`src/rtl/layer_output_serializer.sv`:
```
// Serializes one layer's parallel neuron outputs into a burst of numNeuron beats,
// with a mandatory idle cycle between bursts and a one-frame pending buffer.
//
// state | meaning
// IDLE  | no burst in progress, waiting for x_valid
// SHIFT | emitting one beat per cycle from sreg
// GAP   | single valid-low cycle separating bursts
module layer_output_serializer #(
  parameter int numNeuron = 30,
  parameter int dataWidth = 16
) (
  input  logic                           clk,
  input  logic                           rst,
  input  logic                           x_valid,
  input  logic [numNeuron*dataWidth-1:0] x_in,
  output logic [dataWidth-1:0]           data_out,
  output logic                           data_out_valid,
  output logic                           data_out_last,
  output logic                           busy,
  output logic                           overflow
);

  localparam int FW = numNeuron * dataWidth;
  localparam int CW = (numNeuron > 1) ? $clog2(numNeuron) : 1;
  localparam logic [CW-1:0] CNT_LAST = CW'(numNeuron - 1);

  typedef enum logic [1:0] {IDLE, SHIFT, GAP} state_t;

  state_t          state_q, state_d;
  logic [FW-1:0]   sreg_q, sreg_d;
  logic [FW-1:0]   pend_q, pend_d;
  logic            pend_full_q, pend_full_d;
  logic [CW-1:0]   cnt_q, cnt_d;
  logic            overflow_q, overflow_d;

  always_ff @(posedge clk) begin
    if (rst) begin
      state_q     <= IDLE;
      sreg_q      <= '0;
      pend_q      <= '0;
      pend_full_q <= 1'b0;
      cnt_q       <= '0;
      overflow_q  <= 1'b0;
    end else begin
      state_q     <= state_d;
      sreg_q      <= sreg_d;
      pend_q      <= pend_d;
      pend_full_q <= pend_full_d;
      cnt_q       <= cnt_d;
      overflow_q  <= overflow_d;
    end
  end

  always_comb begin
    state_d     = state_q;
    sreg_d      = sreg_q;
    pend_d      = pend_q;
    pend_full_d = pend_full_q;
    cnt_d       = cnt_q;
    overflow_d  = overflow_q;
    case (state_q)
      IDLE: begin
        if (x_valid) begin
          sreg_d  = x_in;
          cnt_d   = '0;
          state_d = SHIFT;
        end
      end
      SHIFT: begin
        sreg_d = sreg_q >> dataWidth;
        cnt_d  = cnt_q + CW'(1);
        if (cnt_q == CNT_LAST) state_d = GAP;
        // A frame arriving mid-burst waits in pend; a second one is lost.
        if (x_valid) begin
          if (!pend_full_q) begin
            pend_d      = x_in;
            pend_full_d = 1'b1;
          end else begin
            overflow_d = 1'b1;
          end
        end
      end
      GAP: begin
        if (pend_full_q) begin
          sreg_d  = pend_q;
          cnt_d   = '0;
          state_d = SHIFT;
          if (x_valid) pend_d = x_in;
          else         pend_full_d = 1'b0;
        end else if (x_valid) begin
          sreg_d  = x_in;
          cnt_d   = '0;
          state_d = SHIFT;
        end else begin
          state_d = IDLE;
        end
      end
      default: state_d = IDLE;
    endcase
  end

  assign data_out       = sreg_q[dataWidth-1:0];
  assign data_out_valid = (state_q == SHIFT);
  assign data_out_last  = (state_q == SHIFT) && (cnt_q == CNT_LAST);
  assign busy           = (state_q != IDLE) || pend_full_q;
  assign overflow       = overflow_q;

endmodule

```
`config.mk`:
```
export PLATFORM = sky130hd
export DESIGN_NAME = layer_output_serializer
export DESIGN_NICKNAME = d
export VERILOG_FILES = /design/src/rtl/layer_output_serializer.sv
export SDC_FILE = /design/constraint.sdc
export NUM_CORES = 2
export LEC_CHECK = 0
export ABC_AREA = 1
export CAP_MARGIN = 15
export CORE_MARGIN = 2
export CORE_UTILIZATION = 27
export CTS_BUF_LIST = sky130_fd_sc_hd__clkbuf_8
export DETAILED_ROUTE_END_ITERATION = 10
export GPL_ROUTABILITY_DRIVEN = 0
export PLACE_DENSITY = 0.42
export SLEW_MARGIN = 15
export SYNTH_ARGS = -nofsm -noshare
export SYNTH_HDL_FRONTEND = slang
export SYNTH_SLANG_ARGS = --single-unit
```
`constraint.sdc`:
```
create_clock -name clk -period 2.05 [get_ports clk]
set_input_delay 0.205 -clock clk [delete_from_list [all_inputs] [get_ports clk]]
set_output_delay 0.205 -clock clk [all_outputs]
set_load 0.03 [all_outputs]
```
## Word-level counts from Yosys, hierarchy flattened

Index checks and enable logic that the tools add are counted.

| cells by class | value |
|---|---|
| $add $sub $neg | 1 |
| eq/ne operators | 9 |
| muxes and demuxes | 20 |
| reduce and logical (&&, ||, !) cells | 10 |

Operators by type and width:

| operator | count |
|---|---|
| $mux W480 | 6 |
| $pmux W480 S3 | 1 |
| $pmux W480 S2 | 1 |
| $pmux W5 S3 | 1 |
| $mux W5 | 2 |
| $ne A2 B2 Y1 const B | 5 |
| $pmux W2 S3 | 1 |
| $add A5 B1 Y5 const B | 1 |
| $eq A5 B5 Y1 const B | 1 |
| $mux W1 | 5 |
| $reduce_and A5 Y1 | 1 |
| $mux W2 | 2 |
| $reduce_and A2 Y1 | 2 |
| $reduce_bool A2 Y1 | 2 |
| $reduce_and A3 Y1 | 1 |
| $reduce_bool A3 Y1 | 1 |
| $eq A2 B1 Y1 const B | 1 |
| $eq A2 B2 Y1 const B | 1 |
| $logic_not A2 Y1 | 1 |
| $ne A2 B1 Y1 const B | 1 |
| $pmux W1 S2 | 1 |
| $logic_and A1 B1 Y1 | 1 |
| $logic_or A1 B1 Y1 | 1 |

| word-level totals | value |
|---|---|
| bits in registers | 969 |
| bits of input ports | 483 |
| output and inout port bits | 20 |
| logic and storage cells | 46 |

## Logic depth before layout (Yosys ltp)

| logic depth | value |
|---|---|
| depth in word-level cells | 3 |
| gate-level depth with buffers | 12 |
| mapped depth without buffers | 9 |

## Worst setup path before layout

Ideal clock, no wire load.

| path | value |
|---|---|
| kind | register to register |
| from | register state_q[1] |
| to | register pend_q[274] |
| library setup time | 70 ps |
| arrival time | 1912 ps |
| required time | 1980 ps |
| path slack | 68 ps |
| stages on the path, launching flop included | 10 |
| buffers on the path | 3 |
| period minus slack after synthesis | 1982 ps |
| cell sequence | dfxtp_1 inv_1 ha_1 inv_1 o21ai_1 buf_2 buf_2 clkbuf_1 nand4_1 a21oi_1 |

| on the way | value |
|---|---|
| word-level cells in the longest chain between the ends | 3 |
| elaborated cells on any way between the ends | 9 |
| those cells by class | eq/ne: 6; mux: 1; reduce/logical: 2 |

RTL lines:

| what | line | RTL |
|---|---|---|
| from (decl) | 29 | `state_t state_q, state_d;` |
| from (signal assigned) | 45 | `state_q <= state_d;` |
| $eq A2 B1 Y1 (*) | n/a |  |
| via data_out_valid | 17 | `output logic data_out_valid,` |
| $ne A2 B2 Y1 (no source line) / $reduce_bool A2 Y1 (equally long branches) | n/a |  |
| $reduce_and A5 Y1 (no source line) | n/a |  |
| to (signal assigned) | 47 | `pend_q <= pend_d;` |
| to (decl) | 31 | `logic [FW-1:0] pend_q, pend_d;` |

Mark *: on every way through the listed nets, which the timed path passes. The rest lies on a longest branch.
A chain may end at the register's enable or synchronous reset.

## Final worst setup path

| path | value |
|---|---|
| from | register state_q[0] |
| to | output port data_out_last |

| on the way | value |
|---|---|
| word-level cells in the longest chain between the ends | 2 |

RTL lines:

| what | line | RTL |
|---|---|---|
| $eq A2 B1 Y1 | 104 | `assign data_out_last = (state_q == SHIFT) && (cnt_q == CNT_LAST);` |
| $logic_and A1 B1 Y1 | 104 |  |
| to (decl) | 18 | `output logic data_out_last,` |

Every way passes these cells.

==> results summary <==
The flow ran to the end, but the final reports show violations. The checks that failed: setup timing. The fill cell instance count of the final layout came out at 20600. The most common cell in the synthesized netlist is nand2_1.

TritonCTS built the clock tree. Setup repair after global routing could not meet its margin everywhere. After synthesis, the largest family of logic cells by area is simple AND/OR/NAND/NOR gates. The power per cell area came out at 755 mW/mm2. Global routing used 23.1% of the available tracks. The cell count after synthesis came out at 8826. The maximum buffer depth of the clock tree came out at 3. Pin placement for this block handled 503 I/O pins. The area fraction in and, or, nand and nor cells after synthesis is 45.9%. The largest fanout on the critical path came out at 3. Of the post-synthesis cell area, the dominant cell type holds 37.2%. In the final routed layout, each cell accounts on average for 20.4 um. Traced cell by cell, the critical path runs through buf_6, ha_4, inv_4, buf_6, nor3_4, buf_6, buf_6.

The starting density of the core is 27.1%. The final non-filler cell area came out at 0.0729 mm2. The count of final setup violators came out at 76. For the final database, setup skew stands at 0.0414 ns.

The core footprint came out at 0.192 mm2. The routed via count divided by cell count is 4.91. The most used cell along the critical path is buf_6.

The sequential fraction of the synthesis area came out at 37.2%. The detailed-router iteration count before antenna repair is 5. The instance area at placement is 0.0618 mm2. The number of enable flip-flop cells after synthesis came out at 0. The synthesized design contains 969 register bits. The final core utilization is 37.9%.

By count the netlist is led by nand2_1, nor2_1, dfxtp_1. The worst register-to-register path ends at sreg_q[119]$_SDFFE_PP0P_. The analysis attributes to net switching a power of 18.6 mW.

The count of final hold-check violations is 0. In this run the clock root is driven by a clkbuf_8. The logic gate share of total power is 25.8%. The mean instance size in the synthesized netlist came out at 5.92 um2. The maximum operating frequency came out at 0.435 GHz. The total half-perimeter wirelength after legalization and detailed placement is 152000 um. The xor and xnor area share after synthesis came out at 0%. Data arrives at the worst endpoint at 2.09 ns.

The H-tree depth is 4. The number of instances on the worst hold path is 3. The height of the die came out at 444 um. The count of clock tree sinks came out at 969. The post-detailed-routing wire length came out at 253000 um.

The first-pass GRT wire length came out at 354000 um. The detailed router's first-iteration violation count came out at 4724. The fraction of power consumed by the clock network came out at 35.2%.

The share of synthesized flip-flops with an asynchronous set or reset is 0%. The final worst setup slack came out at -0.250 ns. The worst endpoint required time came out at 1.85 ns. The largest individual stage delay along the critical path comes from the cell dfxtp_2.

The post-synth net total is 9315. Port buffering added 502 buffers. The relative max-transition margin is 50.2%.

The TritonCTS buffer count came out at 189. The internal reg-to-reg setup slack is -0.10 ns. The largest vdd supply drop is 0.000501 V. Entering global routing, the biggest net connects 127 pins. The share of cells above drive strength 1 is 7.77%. The type of the worst setup path is reg2out. The clock edge transition at the registers on the reported setup and hold paths came out at 0.07 ns. Adding up every negative setup slack in the final design gives -2.68 ns. The floorplan row count is 161. The count of synthesis-stage warnings from yosys came out at 0. The number of different library cells used by synthesis comes to 21. The slew of the pin with the lowest slew margin is 0.747 ns. The fraction of the mapped netlist area in compound gates is 8.83%. The routed layout has 60900 vias.

The die covers 0.197 mm2. The leftover overflow at the end of global routing is 0. The cell-internal power came out at 36.4 mW.

The worst setup path is launched from a flip-flop. The count of nets after finishing is 10200. The later pin in the worst-skew pair is clocked with a latency of 0.96 ns.

In this run, flip-flops and latches consume 38.9% of the power. The final-report max-slew violation count came out at 0. The peak per-stage delay on the critical path came out at 0.34 ns.

The number of global-route vias before repair came out at 56400. The die span in x came out at 444 um. The most used flip-flop cell after synthesis is dfxtp_1. The logic depth of the worst register-to-register path is 12. The final worst-path cycle share came out at 112%. In the post-synthesis netlist, the biggest area contributors are dfxtp_1, nand2_1, nor2_1, a21oi_1, nand3_1. Summed over all cells, the static leakage comes to 32.5 nW. The post-synthesis mux area share came out at 0%. The critical path capture point type is an output pin. The start point of the worst hold path is x_in[389].

In this run switching power makes up 33.8% of total power. Compared with the post-synthesis result, the final layout area differs by 39.6%. The area of the mapped netlist is 0.0522 mm2. The reg-to-reg startpoint is state_q[0]$_SDFFE_PP0P_. The max-capacitance violation count came out at 0. The minimum clock period is 2.30 ns.

The count of unresolved DRC violations after routing is 0. The biggest area contributor in the post-synthesis netlist is dfxtp_1. The worst hold path belongs to the class in2reg.

The number of antenna violations at the first check in global routing came out at 30. After Yosys synthesis, full adders, half adders and majority gates account for 0.144% of the synthesized area. The sink of the worst hold path is pend_q[389]$_SDFFE_PP0P_. The detail route stage leaves a number of antenna-violating nets equal to 0.
==> worst max-delay path, delay by kind of cell, from the launching register on <==
kind                       cells  cell delay (ns)
buffers and inverters          5             0.53
adders and majority gates      1             0.14
and+or+nand+nor                1             0.12
DFF                            1             0.34
==> flip-flops by register name (all words and copies together) (netlist names) <==
| signal | flops |
|---|---|
| pend_full_q | 1 |
| cnt_q | 5 |
| sreg_q | 480 |
| state_q | 2 |
| pend_q | 480 |
| overflow | 1 |
==> cells in the final DEF (no fill, tap or decap), types with 3 or more instances in the layout <==
| cell type | Yosys | layout |
|---|---|---|
| a21oi_1 | 901 | 894 |
| a21oi_2 | 0 | 7 |
| buf_8 | 0 | 5 |
| buf_6 | 0 | 28 |
| clkdlybuf4s15_1 | 0 | 4 |
| clkinv_8 | 0 | 3 |
| clkinvlp_4 | 0 | 3 |
| dlygate4sd2_1 | 0 | 3 |
| nand3b_1 | 8 | 8 |
| nand2_1 | 3475 | 3458 |
| clkbuf_8 | 0 | 225 |
| inv_8 | 0 | 8 |
| dfxtp_1 | 969 | 964 |
| inv_6 | 0 | 5 |
| dfxtp_2 | 0 | 3 |
| clkdlybuf4s15_2 | 0 | 9 |
| dlygate4sd3_1 | 0 | 479 |
| clkdlybuf4s50_1 | 0 | 480 |
| o21ai_0 | 18 | 18 |
| diode_2 | 0 | 21 |
| nand2_4 | 0 | 6 |
| clkbuf_16 | 0 | 57 |
| nand4_1 | 371 | 371 |
| buf_4 | 16 | 207 |
| nand2_2 | 3 | 13 |
| inv_1 | 305 | 378 |
| clkinv_2 | 0 | 7 |
| nor2_2 | 2 | 3 |
| buf_12 | 0 | 117 |
| nand3_1 | 669 | 667 |
| buf_16 | 0 | 38 |
| nor2_1 | 1366 | 1363 |
==> how the worst max path moves through the flow <==
stage / start / endpoint / slack (ns) / cells after the start
floorplan: state_q[1]$_SDFFE_PP0P_ / pend_q[274]$_SDFFE_PP0P_ / 0.07 / 9
global placement: state_q[0]$_SDFFE_PP0P_ / sreg_q[460]$_SDFFE_PP0P_ / 0.07 / 10
detailed placement: state_q[1]$_SDFFE_PP0P_ / pend_q[64]$_SDFFE_PP0P_ / 0.04 / 9
CTS: state_q[0]$_SDFFE_PP0P_ / data_out_last / -0.36 / 7
global route: cnt_q[1]$_SDFFE_PP0P_ / data_out_last / -0.35 / 6
finish: state_q[0]$_SDFFE_PP0P_ / data_out_last / -0.25 / 7
==> cell families (layout without fill, tap and decap cells) <==
group,Yosys count,after routing
AO/OA/AOI/OAI,921,921
adder cells (fa/ha/maj),6,6
buffers and inverters,1033,2065
flip-flops,969,969
other,0,21
AND/OR/NAND/NOR,5897,5897
==> timing repair <==
action | CTS | global route
pin swaps | 2 | 6
gates resized for setup | 64 | 118
hold buffers | 479 | 0
buffers inserted | 5 | 43
setup endpoints to repair | 20 | 629
cloned | 2 | 63
endpoints found under the hold margin | 900 | 0
==> cell type report <==
cell class	count	area, um2	area share, %
Clock buffer	225	3100	4.25
Antenna cell	21	52.6	0.0721
Sequential cell	969	19400	26.6
Clock inverter	95	479	0.657
Multi-Input combinational cell	6824	28800	39.6
Timing Repair Buffer	1430	16600	22.8
Tap cell	2526	3160	4.34
Inverter	315	1260	1.73
==> metrics by stage <==
stage / setup slack (ns) / instances / hold WS, ns / total power [mW]
3_5_place_dp: 0.0433 / 11500 / 0.451 / 33.7
5_1_grt: -0.355 / 12400 / 0.0476 / 57.8
3_3_place_gp: 0.0705 / 11500 / 0.447 / 33.6
4_1_cts: -0.362 / 12300 / 0.000711 / 54.3
2_1_floorplan: 0.0676 / 8826 / 0.340 / 28.1
6_report: -0.250 / 12400 / 0.125 / 55.0
==> routing by layer <==
layer / part of all wire (%) / track usage (%)
met1: 45 / 30.1
met3: 4.8 / 2.75
met2: 47 / 39.1
met4: 3.0 / 7.82
met5: 0 / 0
==> power groups by stage <==
stage / clock network [mW] / logic, mW / registers, mW
after floorplan: 0 / 6.65 / 21.4
after global placement: 0 / 11.8 / 21.8
after detailed placement: 0 / 11.9 / 21.8
after CTS: 20.1 / 12.8 / 21.4
after global routing: 20.8 / 15.5 / 21.6
final: 19.4 / 14.2 / 21.4
No activity file was read; power rests on OpenSTA's default activity.
